### src/rtl/nibble_serial_adder.sv
// nibble_serial_adder: WIDTH-bit adder that streams operands through one 4-bit
// carry-lookahead slice, one nibble per clock, LSB nibble first.
// Ports: clk_i, reset_i (async, active-high); start_i/a_i/b_i/cy_in_i request;
// busy_o, done_o handshake; sum_o, cy_out_o, ovf_o registered result.

// carry_lookahead_adder: combinational 4-bit carry-lookahead slice.
// Ports: a_i, b_i, cy_in_i operands; sum_o, cy_out_o result.
module carry_lookahead_adder (
  input  logic [3:0] a_i,
  input  logic [3:0] b_i,
  input  logic       cy_in_i,
  output logic [3:0] sum_o,
  output logic       cy_out_o
);
  logic [3:0] g, p;
  logic [4:0] c;
  assign g = a_i & b_i;
  assign p = a_i ^ b_i;
  assign c[0] = cy_in_i;
  assign c[1] = g[0] | (p[0] & c[0]);
  assign c[2] = g[1] | (p[1] & g[0]) | (p[1] & p[0] & c[0]);
  assign c[3] = g[2] | (p[2] & g[1]) | (p[2] & p[1] & g[0]) | (p[2] & p[1] & p[0] & c[0]);
  assign c[4] = g[3] | (p[3] & g[2]) | (p[3] & p[2] & g[1]) | (p[3] & p[2] & p[1] & g[0])
              | (p[3] & p[2] & p[1] & p[0] & c[0]);
  assign sum_o    = p ^ c[3:0];
  assign cy_out_o = c[4];
endmodule

module nibble_serial_adder #(
  parameter int WIDTH = 16
) (
  input  logic             clk_i,
  input  logic             reset_i,
  input  logic             start_i,
  input  logic [WIDTH-1:0] a_i,
  input  logic [WIDTH-1:0] b_i,
  input  logic             cy_in_i,
  output logic             busy_o,
  output logic             done_o,
  output logic [WIDTH-1:0] sum_o,
  output logic             cy_out_o,
  output logic             ovf_o
);
  localparam int NIB = WIDTH / 4;
  localparam int IW  = NIB > 1 ? $clog2(NIB) : 1;
  typedef enum logic [1:0] {IDLE, RUN, DONE} state_t;
  state_t           state_q;
  logic [WIDTH-1:0] a_q, b_q, shadow_q, shadow_d;
  logic             c_q;
  logic [IW-1:0]    idx_q;
  logic [3:0]       nib_a, nib_b, s_sum;
  logic             s_co, last, ovf_d, accept;
  assign nib_a  = a_q[4*idx_q +: 4];
  assign nib_b  = b_q[4*idx_q +: 4];
  assign last   = idx_q == IW'(NIB - 1);
  // Carry into the MSB is a^b^sum at that bit; overflow is it XOR carry out.
  assign ovf_d  = a_q[WIDTH-1] ^ b_q[WIDTH-1] ^ s_sum[3] ^ s_co;
  assign accept = start_i && (state_q == IDLE || state_q == DONE);
  carry_lookahead_adder u_cla (
    .a_i     (nib_a),
    .b_i     (nib_b),
    .cy_in_i (c_q),
    .sum_o   (s_sum),
    .cy_out_o(s_co)
  );
  always_comb begin
    shadow_d = shadow_q;
    shadow_d[4*idx_q +: 4] = s_sum;
  end
  always_ff @(posedge clk_i or posedge reset_i) begin
    if (reset_i) begin
      state_q  <= IDLE;
      a_q      <= '0;
      b_q      <= '0;
      c_q      <= 1'b0;
      idx_q    <= '0;
      shadow_q <= '0;
      busy_o   <= 1'b0;
      done_o   <= 1'b0;
      sum_o    <= '0;
      cy_out_o <= 1'b0;
      ovf_o    <= 1'b0;
    end else begin
      done_o <= 1'b0;
      if (accept) begin
        a_q     <= a_i;
        b_q     <= b_i;
        c_q     <= cy_in_i;
        idx_q   <= '0;
        busy_o  <= 1'b1;
        state_q <= RUN;
      end else if (state_q == RUN) begin
        shadow_q <= shadow_d;
        c_q      <= s_co;
        idx_q    <= last ? '0 : idx_q + IW'(1);
        if (last) begin
          sum_o    <= shadow_d;
          cy_out_o <= s_co;
          ovf_o    <= ovf_d;
          busy_o   <= 1'b0;
          done_o   <= 1'b1;
          state_q  <= DONE;
        end
      end else begin
        state_q <= IDLE;
      end
    end
  end
endmodule
### config.mk
export PLATFORM = sky130hd
export DESIGN_NAME = nibble_serial_adder
export DESIGN_NICKNAME = d
export VERILOG_FILES = /design/src/rtl/nibble_serial_adder.sv
export SDC_FILE = /design/constraint.sdc
export NUM_CORES = 1
export LEC_CHECK = 0
export ABC_AREA = 1
export BUFFER_PORTS_ARGS = -buffer_cell sky130_fd_sc_hd__buf_4
export CAP_MARGIN = 20
export CORE_AREA = 5 5 107 109
export DETAILED_ROUTE_END_ITERATION = 6
export DIE_AREA = 0 0 112 114
export GPL_TIMING_DRIVEN = 0
export PLACE_DENSITY_LB_ADDON = 0.05
export SYNTH_ARGS = -nofsm -noshare
export SYNTH_HDL_FRONTEND = slang
export SYNTH_SLANG_ARGS = --single-unit
### constraint.sdc
create_clock -name clk_i -period 3.8 [get_ports clk_i]
set_input_delay 0.76 -clock clk_i [delete_from_list [all_inputs] [get_ports clk_i]]
set_output_delay 0.76 -clock clk_i [all_outputs]
set_load 0.005 [all_outputs]
# Word level (Yosys, flattened, before mapping)
# Index checks and enable logic that the tools add are counted.
[classes] n_mul=0 shifts=4 n_eq_ne=4 div_mod_pow=0 add_sub_neg=2 bitwise=33 n_reduce_logical=8 muxes=15 order_cmp=0
[op_table] op="$neg 4->34" count=1
[op_table] op="$shift 4x34->16 const A" count=1
[op_table] op="$shiftx 4x34->16" count=1
[op_table] op="$shiftx 16x5->4" count=2
[op_table] op="$and 1x1->1" count=16
[op_table] op="$bwmux 16" count=1
[op_table] op="$mux 2" count=6
[op_table] op="$or 1x1->1" count=10
[op_table] op="$mux 1" count=8
[op_table] op="$xor 4x4->4" count=2
[op_table] op="$and 4x4->4" count=1
[op_table] op="$eq 2x2->1 const B" count=2
[op_table] op="$reduce_and 2->1" count=2
[op_table] op="$reduce_bool 2->1" count=2
[op_table] op="$ne 3x3->1 const B" count=1
[op_table] op="$reduce_and 3->1" count=1
[op_table] op="$xor 1x1->1" count=3
[op_table] op="$add 2x1->2 const B" count=1
[op_table] op="$eq 2x1->1 const B" count=1
[op_table] op="$logic_not 2->1" count=1
[op_table] op="$logic_and 1x1->1" count=1
[op_table] op="$logic_or 1x1->1" count=1
[op_table] op="$not 1->1" count=1
[totals] ramBits=0 rom_bits=0 output_inout_bits=20 word_cells=77 regBits=73 n_memories=0 latch_bits=0 in_bits=36

# Longest topological paths before layout
[depth] word_depth=9 mapped_depth=17 ltp_nobuf=15

# By module
# Synthesis repeated with hierarchy kept, for this count alone.
[hier_totals] hier_cells=481 hier_area_um2=3671.0
[modules_own_cells] module="nibble_serial_adder" area_per_inst_um2=3482.1 n_inst=1 cells_each=450
[modules_own_cells] module="carry_lookahead_adder" area_per_inst_um2=188.9 n_inst=1 cells_each=31

# Least setup slack after synthesis
# No wires, ideal clock.
[synth_path] path_type="reg-to-reg" start="reg idx_q[0]" end="reg shadow_q[15]" path_stages_with_launch=18 t_required_ps=3735 setup_slack_ps=1542 arrival_ps=2193 path_cell_list="dfrtp_1 > inv_1 > buf_2 > buf_2 > nor2_1 > o22ai_1 > ha_1 > nand2_1 > nand2_1 > nand2_2 > nand2_1 > nand2_2 > nand3_2 > nor2_2 > nand2_1 > nand2_1 > nand2_1 > nand2_1"
[synth_via] elab_chain_len=9 elab_cells_between_ends=24 cone_classes="add/sub: 1; shift: 4; mux: 1; bitwise: 18"
[synth_lines] element="start: declaration" line_no="50" rtl="logic [IW-1:0] idx_q;"
[synth_lines] element="start signal: assignment" line_no="95" rtl="idx_q <= last ? '0 : idx_q + IW'(1);"
[synth_lines] element="$shiftx 16x5->4, on equally long branches" line_no="53, 54"
[synth_lines] element="$xor 4x4->4 / $and 4x4->4 (equally long branches)" line_no="18, 17"
[synth_lines] element="$and 1x1->1" line_no="22" rtl="assign c[3] = g[2] | (p[2] & g[1]) | (p[2] & p[1] & g[0]) | (p[2] & p[1] & p[0] & c[0]);"
[synth_lines] element="$or 1x1->1 / $and 1x1->1 (equally long branches) (2 in a row)" line_no="22"
[synth_lines] element="$or 1x1->1" line_no="22"
[synth_lines] element="$xor 4x4->4" line_no="25" rtl="assign sum_o = p ^ c[3:0];"
[synth_lines] element="$shiftx 4x34->16" line_no="68" rtl="shadow_d[4*idx_q +: 4] = s_sum;"
[synth_lines] element="$bwmux 16 (*)" line_no="68"
[synth_lines] element="end signal: assignment" line_no="93" rtl="shadow_q <= shadow_d;"
[synth_lines] element="end: declaration" line_no="48" rtl="logic [WIDTH-1:0] a_q, b_q, shadow_q, shadow_d;"
# Mark *: on every way between the ends. The rest lies on a longest branch, timed or not.
# A chain may end at the register's enable or synchronous reset.

# Final worst setup path
[layout_path] start="reg idx_q[0]" end="reg sum_o[15]"
[layout_via] elab_chain_len=9 elab_cells_between_ends=26 cone_classes="add/sub: 1; eq/ne: 1; shift: 4; mux: 1; bitwise: 18; reduce/logical: 1"
[layout_lines] element="$shiftx 16x5->4, on equally long branches" line_no="53, 54"
[layout_lines] element="$xor 4x4->4 / $and 4x4->4 (equally long branches)" line_no="18, 17"
[layout_lines] element="$and 1x1->1" line_no="22"
[layout_lines] element="$or 1x1->1 / $and 1x1->1 (equally long branches) (2 in a row)" line_no="22"
[layout_lines] element="$or 1x1->1" line_no="22"
[layout_lines] element="$xor 4x4->4" line_no="25"
[layout_lines] element="$shiftx 4x34->16" line_no="68"
[layout_lines] element="$bwmux 16" line_no="68"
[layout_lines] element="end signal: assignment" line_no="97" rtl="sum_o <= shadow_d;"
[layout_lines] element="end: declaration" line_no="40" rtl="output logic [WIDTH-1:0] sum_o,"
# Parallel ways exist; a longest one is shown, timed or not.

==> impl_metrics.json <==
{
  "final_nets": 483,
  "overflow": 0,
  "p_leak_uw": 0.00217,
  "clk_path_buf_depth": 2,
  "fin_crit_ns": 2.82,
  "critPathSlowestCell": "dfrtp_1",
  "postLayoutSetupSlackWorst_ns": 0.976,
  "yosysSeqAreaShare": 0.522,
  "gp_congestion": 0.778,
  "antenna_found_initial": 0,
  "slew_headroom": 0.655,
  "clkPwrFrac": 0.192,
  "crit_chain": "clkbuf_1 > buf_2 > nor2_1 > o22ai_1 > ha_1 > nand2_1 > nand2_1 > nand2_2 > nand2_1 > nand2_2 > nand3_2 > nor2_2 > nand2_1 > nand2_1 > nand2_1 > nand2_1",
  "crit_required_ns": 4.09,
  "drc_errors": 0,
  "fin_cells": 580,
  "period_share": 0.743,
  "synth_top_cell_area_share": 0.522,
  "hold_viol": 0,
  "rsz0062_at_grt": "no",
  "finalWirelength_um": 8520,
  "pwr-share-seq": 0.314,
  "gr-max-usage-layer": "met2",
  "clock-skew-final_ns": 0.0100,
  "grtUsageTotal": 0.145,
  "die_width_um": 112,
  "syn_nets": 416,
  "cp.arrival_ns": 3.12,
  "holdWs_ns": 0.436,
  "cp_top_family": "simple AND/OR/NAND/NOR gates",
  "crit_path_max_fanout": 10,
  "cts_tree": "done",
  "antennaDiodeCount": 0,
  "post-cts-setup-buffer-count": 0,
  "place_area_um2": 4110,
  "cts.sinks": 73,
  "antenna_left": 0,
  "setup_violations": 0,
  "cts_made_buffers": 9,
  "slowest_delay_ns": 0.45,
  "portBuffers": 55,
  "endpoint_kind": "register",
  "use_met3": 0.0318,
  "use_met2": 0.242,
  "holdCritPathClass": "in -> async",
  "critPathKind": "reg -> reg",
  "yosysTopAreaCell": "dfrtp_1",
  "die_area_um2": 12800,
  "max_freq_mhz": 354,
  "synthTopCellsByArea": "dfrtp_1 52%, nand2_1 12%, mux2_2 6.8%",
  "critPathLaunchType": "register",
  "grt_first_pass_wirelength_um": 14400,
  "stdcell_area_um2": 4370,
  "drive_above_1_share": 0.270,
  "drv_cap": 0,
  "num_vias": 2687,
  "ys_ff_latch": 73,
  "p_int_uw": 2420,
  "grt_util_met1": 0.185,
  "place_ws_ns": 0.927,
  "power_density_nw_per_um2": 942,
  "cts_root_buf": "clkbuf_8",
  "drt_first_pass_iters": 4,
  "ctsResizeCount": 0,
  "vdd_ir_drop_max_uv": 374,
  "cts-hold-fix-buffers": 0,
  "place_inst": 564,
  "clk_latency_ns": 0.35,
  "place_hpwl_um": 6210,
  "via_per_inst": 4.63,
  "tns_ns": 0,
  "drv_slew": 0,
  "die_h_um": 114,
  "h-tree-depth": 3,
  "yosys.cell_types.count": 31,
  "row_count": 38,
  "first_iter_violations": 102,
  "cp_common_cell": "nand2_1",
  "status": "complete, no violations",
  "pwr-share-comb": 0.494,
  "core_um2": 10500,
  "crit_buf_inv": 2,
  "tightest_slew_ns": 0.517,
  "yosysWarnings": 0,
  "grt_pass1_vias": 2804,
  "grt_max_degree": 38,
  "mostFrequentLayoutCell": "nand2_1",
  "layout_common_cells": "111 x nand2_1, 73 x dfrtp_1, 56 x buf_4",
  "swShare": 0.413,
  "io_pins": 56,
  "start_util": 0.333,
  "p_switching_uw": 1700,
  "syn_to_final_growth_pct": 24.9,
  "syn_avg_cell_area_um2": 9.51,
  "syn_inst": 368,
  "clk_pin_slew_ns": 0.08,
  "wl_per_cell_um": 14.7,
  "netlist_area_um2": 3500
}
power groups by stage:
| stage | clock network, uW | logic [uW] | registers, uW |
|---|---|---|---|
| 6_report | 793 | 2030 | 1290 |
| 5_1_grt | 839 | 2340 | 1340 |
| 3_3_place_gp | 0 | 2050 | 1310 |
| 2_1_floorplan | 0 | 1490 | 1260 |
| 3_5_place_dp | 0 | 2080 | 1320 |
| 4_1_cts | 808 | 2090 | 1300 |
path summary, 6_finish.rpt:
check	slack [ns]	cells past startpoint	end	from
hold / removal	0.44	2	b_q[14]$_DFFE_PP0P_	reset_i
max in group asynchronous	2.78	3	sum_o[2]$_DFFE_PP0P_	reset_i
hold reg to reg	0.48	2	busy_o$_DFFE_PP0P_	busy_o$_DFFE_PP0P_
setup / recovery	0.98	16	sum_o[15]$_DFFE_PP0P_	idx_q[0]$_DFFE_PP0N_
setup reg to reg	0.98	16	sum_o[15]$_DFFE_PP0P_	idx_q[0]$_DFFE_PP0N_
min in group clk_i	0.48	2	busy_o$_DFFE_PP0P_	busy_o$_DFFE_PP0P_
flip-flops by register name, indices dropped and copies added (netlist names):
register / cells
ovf_o: 1
a_q: 16
busy_o: 1
cy_out_o: 1
b_q: 16
state_q: 2
sum_o: 16
c_q: 1
shadow_q: 16
done_o: 1
idx_q: 2
Yosys cell counts:
cell      count
nand2_1     111
dfrtp_1      73
inv_1        30
o21ai_0      24
mux2_2       21
nor2_1       19
o22ai_1      19
ha_1         11
mux2_1       11
buf_2         9
nand3_1       7
o21ai_1       4
inv_2         3
buf_6         2
clkbuf_1      2
nand2_2       2
nand3_2       2
nand4_1       2
nor2_2        2
o32ai_1       2
xnor2_1       2
a21oi_1       1
a21oi_2       1
buf_4         1
clkinv_1      1
fa_1          1
nand2_4       1
nand3b_1      1
nor2_4        1
nor2_8        1
o211ai_1      1
metrics by stage:
step / power (uW) / util
final: 4120 / 0.416
after global routing: 4520 / 0.416
after CTS: 4190 / 0.416
after detailed placement: 3390 / 0.391
after global placement: 3360 / 0.389
after floorplan: 2750 / -
routing by layer:
layer,vias up,share of wire
met4,0,0.017
met5,-,0
met2,50,0.50
met1,1291,0.45
met3,9,0.038
li1,1337,-
layout make-up:
| cell class | instances | area [um2] |
|---|---|---|
| Buffer | 14 | 82.6 |
| Clock buffer | 12 | 165 |
| Clock inverter | 4 | 97.6 |
| Fill cell | 1067 | 6130 |
| Inverter | 34 | 130 |
| Multi-Input combinational cell | 247 | 1460 |
| Sequential cell | 73 | 1830 |
| Tap cell | 140 | 175 |
| Timing Repair Buffer | 56 | 433 |
logic make-up after synthesis:
kind of cell,Yosys count,synth area share
XOR/XNOR,2,0.00500
AND/OR/NAND/NOR,149,0.180
AO/OA/AOI/OAI,52,0.0851
flip-flops,73,0.522
buffers and inverters,48,0.0600
multiplexers,32,0.103
adder cells (fa/ha/maj),12,0.0450
No activity file was read; power rests on OpenSTA's default activity.
